`src/rtl/kbd_source_arbiter_if.sv`:
```
// kbd_source_arbiter_if: keyboard source strobes, CPU read port and status outputs of the arbiter
interface kbd_source_arbiter_if #(parameter int CNT_W = 3);
    logic [7:0]       uart_data;
    logic             uart_strobe;
    logic [7:0]       ps2_data;
    logic             ps2_strobe;
    logic             cs;
    logic             addr;
    logic             rd_en;
    logic [7:0]       dout;
    logic             key_ready;
    logic [CNT_W-1:0] fifo_count;
    logic             overflow;
    modport master (
        output uart_data, uart_strobe, ps2_data, ps2_strobe, cs, addr, rd_en,
        input  dout, key_ready, fifo_count, overflow
    );
    modport slave (
        input  uart_data, uart_strobe, ps2_data, ps2_strobe, cs, addr, rd_en,
        output dout, key_ready, fifo_count, overflow
    );
endinterface

```
`src/rtl/kbd_source_arbiter.sv`:
```
// kbd_source_arbiter: merges UART and PS/2 key bytes round-robin into a FIFO read through KBD/KBDCR
module kbd_source_arbiter #(
    parameter int FIFO_DEPTH = 4,
    parameter int CNT_W      = 3
) (
    input logic           clk25,
    input logic           rst_n,
    kbd_source_arbiter_if.slave bus
);
    localparam int AW = $clog2(FIFO_DEPTH);
    typedef enum logic {SRC_UART, SRC_PS2} src_t;
    src_t             last_grant;
    logic             pend_u, pend_p;
    logic [7:0]       hold_u, hold_p;
    logic [7:0]       mem [FIFO_DEPTH];
    logic [AW-1:0]    wr_ptr, rd_ptr;
    logic [CNT_W-1:0] count;
    logic [7:0]       dout;
    logic             overflow;
    logic             full, empty, grant_u, grant_p, push, pop, rd, ovf_set;
    // Apple 1 form: bit 7 set, lowercase folded to uppercase
    function automatic logic [7:0] norm(input logic [7:0] d);
        return (d | 8'h80) - ((d[6:0] >= 7'h61 && d[6:0] <= 7'h7A) ? 8'h20 : 8'h00);
    endfunction
    assign full    = count == CNT_W'(FIFO_DEPTH);
    assign empty   = count == '0;
    assign grant_p = pend_p && !full && (!pend_u || last_grant == SRC_UART);
    assign grant_u = pend_u && !full && !grant_p;
    assign push    = grant_u || grant_p;
    assign rd      = bus.cs && bus.rd_en;
    assign pop     = rd && !bus.addr && !empty;
    assign ovf_set = (bus.uart_strobe && pend_u && !grant_u) || (bus.ps2_strobe && pend_p && !grant_p);
    always_ff @(posedge clk25) begin
        if (!rst_n) begin
            pend_u     <= 1'b0;
            pend_p     <= 1'b0;
            hold_u     <= 8'h00;
            hold_p     <= 8'h00;
            last_grant <= SRC_UART;
            wr_ptr     <= '0;
            rd_ptr     <= '0;
            count      <= '0;
            dout       <= 8'h00;
            overflow   <= 1'b0;
        end else begin
            if (bus.uart_strobe && (!pend_u || grant_u)) begin
                hold_u <= norm(bus.uart_data);
                pend_u <= 1'b1;
            end else if (grant_u) begin
                pend_u <= 1'b0;
            end
            if (bus.ps2_strobe && (!pend_p || grant_p)) begin
                hold_p <= norm(bus.ps2_data);
                pend_p <= 1'b1;
            end else if (grant_p) begin
                pend_p <= 1'b0;
            end
            if (push) begin
                last_grant <= grant_p ? SRC_PS2 : SRC_UART;
                wr_ptr     <= wr_ptr + 1'b1;
            end
            if (pop)
                rd_ptr <= rd_ptr + 1'b1;
            count <= count + CNT_W'(push) - CNT_W'(pop);
            if (rd)
                dout <= bus.addr ? {!empty, 6'b0, overflow} : (empty ? 8'h00 : mem[rd_ptr]);
            overflow <= ovf_set || (overflow && !(rd && bus.addr));
        end
    end
    always_ff @(posedge clk25)
        if (rst_n && push)
            mem[wr_ptr] <= grant_p ? hold_p : hold_u;
    assign bus.dout       = dout;
    assign bus.key_ready  = !empty;
    assign bus.fifo_count = count;
    assign bus.overflow   = overflow;
endmodule

```
`src/flat_wrapper.sv`:
```
// flat-port wrapper written by rule: the top's interface ports become plain ports
module kbd_source_arbiter_flat 
#(
    parameter int FIFO_DEPTH = 4,
    parameter int CNT_W      = 3
)
  (clk25, rst_n, bus_uart_data, bus_uart_strobe, bus_ps2_data, bus_ps2_strobe, bus_cs, bus_addr, bus_rd_en, bus_dout, bus_key_ready, bus_fifo_count, bus_overflow);
  kbd_source_arbiter_if #(.CNT_W(CNT_W)) bus_i ();
  input logic clk25;
  input logic rst_n;
  input wire logic [$bits(bus_i.uart_data)-1:0] bus_uart_data;
  input wire logic [$bits(bus_i.uart_strobe)-1:0] bus_uart_strobe;
  input wire logic [$bits(bus_i.ps2_data)-1:0] bus_ps2_data;
  input wire logic [$bits(bus_i.ps2_strobe)-1:0] bus_ps2_strobe;
  input wire logic [$bits(bus_i.cs)-1:0] bus_cs;
  input wire logic [$bits(bus_i.addr)-1:0] bus_addr;
  input wire logic [$bits(bus_i.rd_en)-1:0] bus_rd_en;
  output wire logic [$bits(bus_i.dout)-1:0] bus_dout;
  output wire logic [$bits(bus_i.key_ready)-1:0] bus_key_ready;
  output wire logic [$bits(bus_i.fifo_count)-1:0] bus_fifo_count;
  output wire logic [$bits(bus_i.overflow)-1:0] bus_overflow;
  assign bus_i.uart_data = bus_uart_data;
  assign bus_i.uart_strobe = bus_uart_strobe;
  assign bus_i.ps2_data = bus_ps2_data;
  assign bus_i.ps2_strobe = bus_ps2_strobe;
  assign bus_i.cs = bus_cs;
  assign bus_i.addr = bus_addr;
  assign bus_i.rd_en = bus_rd_en;
  assign bus_dout = bus_i.dout;
  assign bus_key_ready = bus_i.key_ready;
  assign bus_fifo_count = bus_i.fifo_count;
  assign bus_overflow = bus_i.overflow;
  kbd_source_arbiter #(.FIFO_DEPTH(FIFO_DEPTH), .CNT_W(CNT_W)) u_core (.clk25(clk25), .rst_n(rst_n), .bus(bus_i));
endmodule
```
`config.mk`:
```
export PLATFORM = sky130hd
export DESIGN_NAME = kbd_source_arbiter_flat
export DESIGN_NICKNAME = d
export VERILOG_FILES = /design/src/rtl/kbd_source_arbiter_if.sv /design/src/rtl/kbd_source_arbiter.sv /design/src/flat_wrapper.sv
export SDC_FILE = /design/constraint.sdc
export NUM_CORES = 1
export LEC_CHECK = 0
export BUFFER_PORTS_ARGS = -buffer_cell sky130_fd_sc_hd__buf_2
export CORE_MARGIN = 2
export CORE_UTILIZATION = 52
export DETAILED_ROUTE_END_ITERATION = 8
export GPL_ROUTABILITY_DRIVEN = 0
export PLACE_DENSITY = 0.72
export RECOVER_POWER = 100
export SLEW_MARGIN = 15
export SYNTH_ARGS = -nofsm -noshare
export SYNTH_HDL_FRONTEND = slang
export SYNTH_SLANG_ARGS = --single-unit
```
`constraint.sdc`:
```
create_clock -name clk25 -period 3.1 [get_ports clk25]
set_clock_uncertainty 0.2 [all_clocks]
set_input_delay 0.62 -clock clk25 [delete_from_list [all_inputs] [get_ports clk25]]
set_output_delay 0.62 -clock clk25 [all_outputs]
set_load 0.1 [all_outputs]
```
# Yosys cells after proc, flatten, opt, wreduce, memory -nomap -nowiden
# Memories as Yosys holds them, arrays and structs flattened. A register that Yosys moved wholly into a read port is not among the register bits.
# Cells that the tools add are included.
# word_totals
ff_bits	35
latchBits	0
mem_bits_rw	32
romBits	0
n_memories	1
# memory_table
name	words	width	read_ports	rd_ports_with_merged_regs	write_ports	line_no	text
u_core.mem	4	8	1	1	1	kbd_source_arbiter.sv:15	logic [7:0] mem [FIFO_DEPTH];
# classes
add_sub_neg	6
multipliers	0
div	0
order_cmp	4
eq_ne	1
shift	0
muxes	14
bitwise_logic	1
n_reduce_logical	35
# ops
operator	count
$mux 8	3
$logic_and 1x1->1	18
$sub 8x8->8	2
$ge 7x7->1 const B	2
$le 7x7->1 const B	2
$mux 6	2
$logic_not 1->1	8
$mux 1	7
$logic_or 1x1->1	6
$add 2x1->2 const B	2
$mux 2	2
$reduce_bool 2->1	2
$add 3x1->3	1
$eq 3x3->1 const B	1
$logic_not 3->1	1
$sub 3x1->3	1
$not 1->1	1

# Logic depth before layout (Yosys ltp)
# depth
depth_word	10
mapped_depth	9
depth_no_buf	8

# Worst setup path after synthesis
# No wires, ideal clock.
# synth_timing
path_type	register to register
start	register u_core.count[1], in the netlist u_core.bus.fifo_count[1]
end	register u_core.count[1], in the netlist u_core.bus.fifo_count[1]
setup_time_ns	0.115
arrival_time_ns	2.403
required_time_ns	2.785
setup_slack_ns	0.382
stages_incl_launch_ff	8
n_path_buf	0
period_less_slack_ns	2.718
path_cell_list	dfxtp_1 -> nor3_2 -> nor3_1 -> ha_1 -> inv_1 -> ha_1 -> fa_1 -> and2_1
# synth_between
word_cells_on_any_way	13
cone_classes	add/sub: 2; eq/ne: 1; reduce/logical: 10
# synth_lines
element	line_no	text
start: declaration	kbd_source_arbiter.sv:17	logic [CNT_W-1:0] count;
start signal: assignment	kbd_source_arbiter.sv:64	count <= count + CNT_W'(push) - CNT_W'(pop);
$logic_not 3->1	kbd_source_arbiter.sv:26	assign empty = count == '0;
$logic_not 1->1	kbd_source_arbiter.sv:31	assign pop = rd && !bus.addr && !empty;
$logic_and 1x1->1	kbd_source_arbiter.sv:31	
net u_core.pop	kbd_source_arbiter.sv:20	logic full, empty, grant_u, grant_p, push, pop, rd, ovf_set;
$sub 3x1->3	kbd_source_arbiter.sv:64	
# The timed path passes the listed nets, and every way through them passes these cells.
# A chain may end at the register's enable or synchronous reset.

# Final worst setup path
# layout_timing
start	register u_core.count[1], in the netlist u_core.bus.fifo_count[1]
end	output bus_key_ready
# layout_between
elab_chain_len	2
# layout_lines
element	line_no	text
$logic_not 3->1	kbd_source_arbiter.sv:26	
$logic_not 1->1	kbd_source_arbiter.sv:74	assign bus.key_ready = !empty;
end: declaration	flat_wrapper.sv:19	output wire logic [$bits(bus_i.key_ready)-1:0] bus_key_ready;
# Every way passes these cells.

==> results.md <==
- Final setup vio count: 0
- Ports: 36
- Inserted Clock Buffers: 9
- # DRC: 0
- CTS tree: yes
- Worst path required time: 2.28 ns
- Source of the worst hold timing path: u_core.hold_p[3]
- Dominant cell type by area after synthesis: edfxtp_1
- Share of cells above drive strength 1: 15.0%
- # diodes: 0
- Syn nets: 288
- Buffers & Inverters on Critical Path: 2
- # fillers: 473
- CP delay by family, top: simple AND/OR/NAND/NOR gates
- Pwr Total: 0.00232 W
- CP Launch Type: flop
- Static leakage: 1.33 nW
- CTS sink cnt: 69
- Post-synth ARST share: 0%
- Width of the die: 80.2 um
- Crit path cell chain: nor3_1, inv_1, clkbuf_2
- Most frequent cell after synthesis: dfxtp_1
- Fin Hold WS: 0.257 ns
- Slowest stage delay, CP: 0.62 ns
- Die area: 6440 sq um
- Starting DRT DRC Count: 68
- Post-synthesis sequential area ratio: 56.3%
- Max IR drop VDD: 344 uV
- Max-slew violation count: 0
- Unrepaired setup endpoints after global routing: no
- Port buffer count: 33
- Post-synth EDFFs: 32
- Die height: 80.2 um
- H-tree depth: 3
- Nets: 322
- Worst-Margin Slew: 1.16 ns
- Worst r2r src: u_core.bus.fifo_count[1]
- Hold Path End: u_core.hold_p[3]
- DR vias/cell: 5.39
- Pwr Density: 687 nW/um^2
- Reg2reg end: u_core.bus.fifo_count[2]
- Fmax: 380 MHz
- Unique masters post-synth: 40
- Clk slew on worst S/H paths: 0.07 ns
- Largest net degree at the start of global routing: 37
- Post-cts sizing count: 0
- Final HPWL DP: 3640 um
- Commonest cells in the netlist: 37 x dfxtp_1, 32 x edfxtp_1, 31 x nand2_1, 17 x mux2i_1, 16 x inv_1
- Final Hold Viols: 0
- Vias in the first global route: 1794
- Cell count after synthesis: 254
- Routed Antenna Nets: 0
- Hold path cells: 2
- # hold bufs at CTS: 0
- Overall Global Routing Usage: 18.0%
- DR WL/cell: 14.1 um
- First-pass GRT wire length: 8540 um
- FF-to-FF path depth: 8
- Yosys reg bits: 69
- Root Buffer: clkbuf_8
- Hold WC Path Type: flop to flop
- Starting Density: 54.2%
- Routed WL: 5130 um
- Arrival time at the worst endpoint: 1.81 ns
- Crit path max fanout: 8
- Min Tclk post-route: 2.63 ns
- Slew HR: 22.8%
- Syn avg cell area: 11.9 sq um
- Critical path type: flop to primary output
- Latest clock arrival within the worst-skew pair: 0.33 ns
- R2R Setup Slk: 0.54 ns
- P&R area growth vs syn: 11.7%
- Max_cap viols: 0
- Synth warnings: 0
- Worst-case clock buffer depth: 2
- Yosys top cell area share: 31.8%
- Period utilisation layout: 85.0%
- 1st-pass router iterations: 4
- Worst path slowest cell: nor3_1
- Cell area after synthesis: 3020 sq um
- Post-synth top flop: dfxtp_1
- Grt ovf: 0
- Setup repair bufs after CTS: 0
- Crit end category: primary output
- Non-filler cells, final: 365
- Core ar.: 5570 sq um
- Setup TNS: 0 ns
- Rows: 27
- DR vias: 1967
- Initial antenna violation count: 0
- DP Cell Count: 349
- Status: finished, final reports clean
- Core Util, Final: 60.6%
- Top post-synthesis cells by area: edfxtp_1 32%, dfxtp_1 25%, mux4_2 6.0%
-- final cells by class --
cell class | count | area, sq um | area share [%]
clock inverters | 4 | 23.8 | 0.704
repair buffers | 35 | 161 | 4.78
well taps | 72 | 90.1 | 2.67
flip-flops and latches | 69 | 1700 | 50.4
inverters | 21 | 78.8 | 2.34
clock buffers | 12 | 145 | 4.30
multi-input cells | 152 | 1170 | 34.8
-- worst register-to-register path: cells and delay by family (launching register included) --
family                   cells  cell delay (ns)
adder cells (fa/ha/maj)      3             0.87
XOR/XNOR                     1             0.16
flip-flops                   1             0.39
buffers and inverters        1             0.04
AND/OR/NAND/NOR              3             0.80
-- power by group --
group / internal (W) / switching (W) / total, W
combinational: 0.000162 / 0.000430 / 0.000592
sequential: 0.00104 / 0.0000624 / 0.00111
clock: 0.000310 / 0.000309 / 0.000619
-- cells in the final DEF (no fill, tap or decap), types with 9 or more instances in the layout --
cell type | Yosys | final
a21oi_1 | 9 | 9
buf_2 | 4 | 17
clkbuf_1 | 8 | 17
clkbuf_8 | 0 | 10
dfxtp_1 | 37 | 37
edfxtp_1 | 32 | 32
ha_1 | 10 | 10
inv_1 | 16 | 16
mux2i_1 | 17 | 17
nand2_1 | 31 | 31
nand3_1 | 12 | 12
-- routing by layer --
metal | vias up | global-route usage (%) | wire, um
met5 | - | 0 | 0
met4 | 0 | 6.61 | 33
met3 | 4 | 6.07 | 246
met2 | 52 | 28.1 | 2410
met1 | 934 | 23.2 | 2440
li1 | 977 | - | -
-- flip-flops by register name, indices dropped and copies added (netlist names), named ones only --
signal	flops
u_core.bus.dout	8
u_core.bus.fifo_count	3
u_core.bus.overflow	1
u_core.hold_p	8
u_core.hold_u	8
u_core.last_grant	1
u_core.mem	32
u_core.pend_p	1
u_core.pend_u	1
u_core.rd_ptr	2
u_core.wr_ptr	2
-- how the worst max path moves through the flow --
stage / start / cells past startpoint / slack (ns) / endpoint
2_1_floorplan: u_core.bus.fifo_count[1] / 7 / 0.38 / u_core.bus.fifo_count[1]
3_3_place_gp: rst_n / 4 / 0.62 / u_core.bus.dout[0]
3_5_place_dp: rst_n / 4 / 0.58 / u_core.bus.dout[0]
4_1_cts: u_core.bus.fifo_count[1] / 3 / 0.75 / bus_key_ready
5_1_grt: u_core.bus.fifo_count[1] / 3 / 0.30 / bus_key_ready
6_report: u_core.bus.fifo_count[1] / 3 / 0.47 / bus_key_ready
-- logic make-up after synthesis --
kind of cell / after synthesis / share of synthesized area (%)
adders and majority gates: 11 / 4.80
and+or+nand+nor: 78 / 14.1
buffers and inverters: 33 / 4.26
xor gates and xnor gates: 2 / 0.580
AOI/OAI and AO/OA: 28 / 5.42
muxes: 33 / 14.6
DFF: 69 / 56.3
-- metrics by stage --
stage          instance area, sq um  worst slack (ns)
6_report                       3380             0.465
5_1_grt                        3380             0.300
4_1_cts                        3410             0.749
3_5_place_dp                   3240             0.582
3_3_place_gp                   3240             0.624
2_1_floorplan                  3020             0.382
Note: power is estimated with default switching activity, not from simulation.
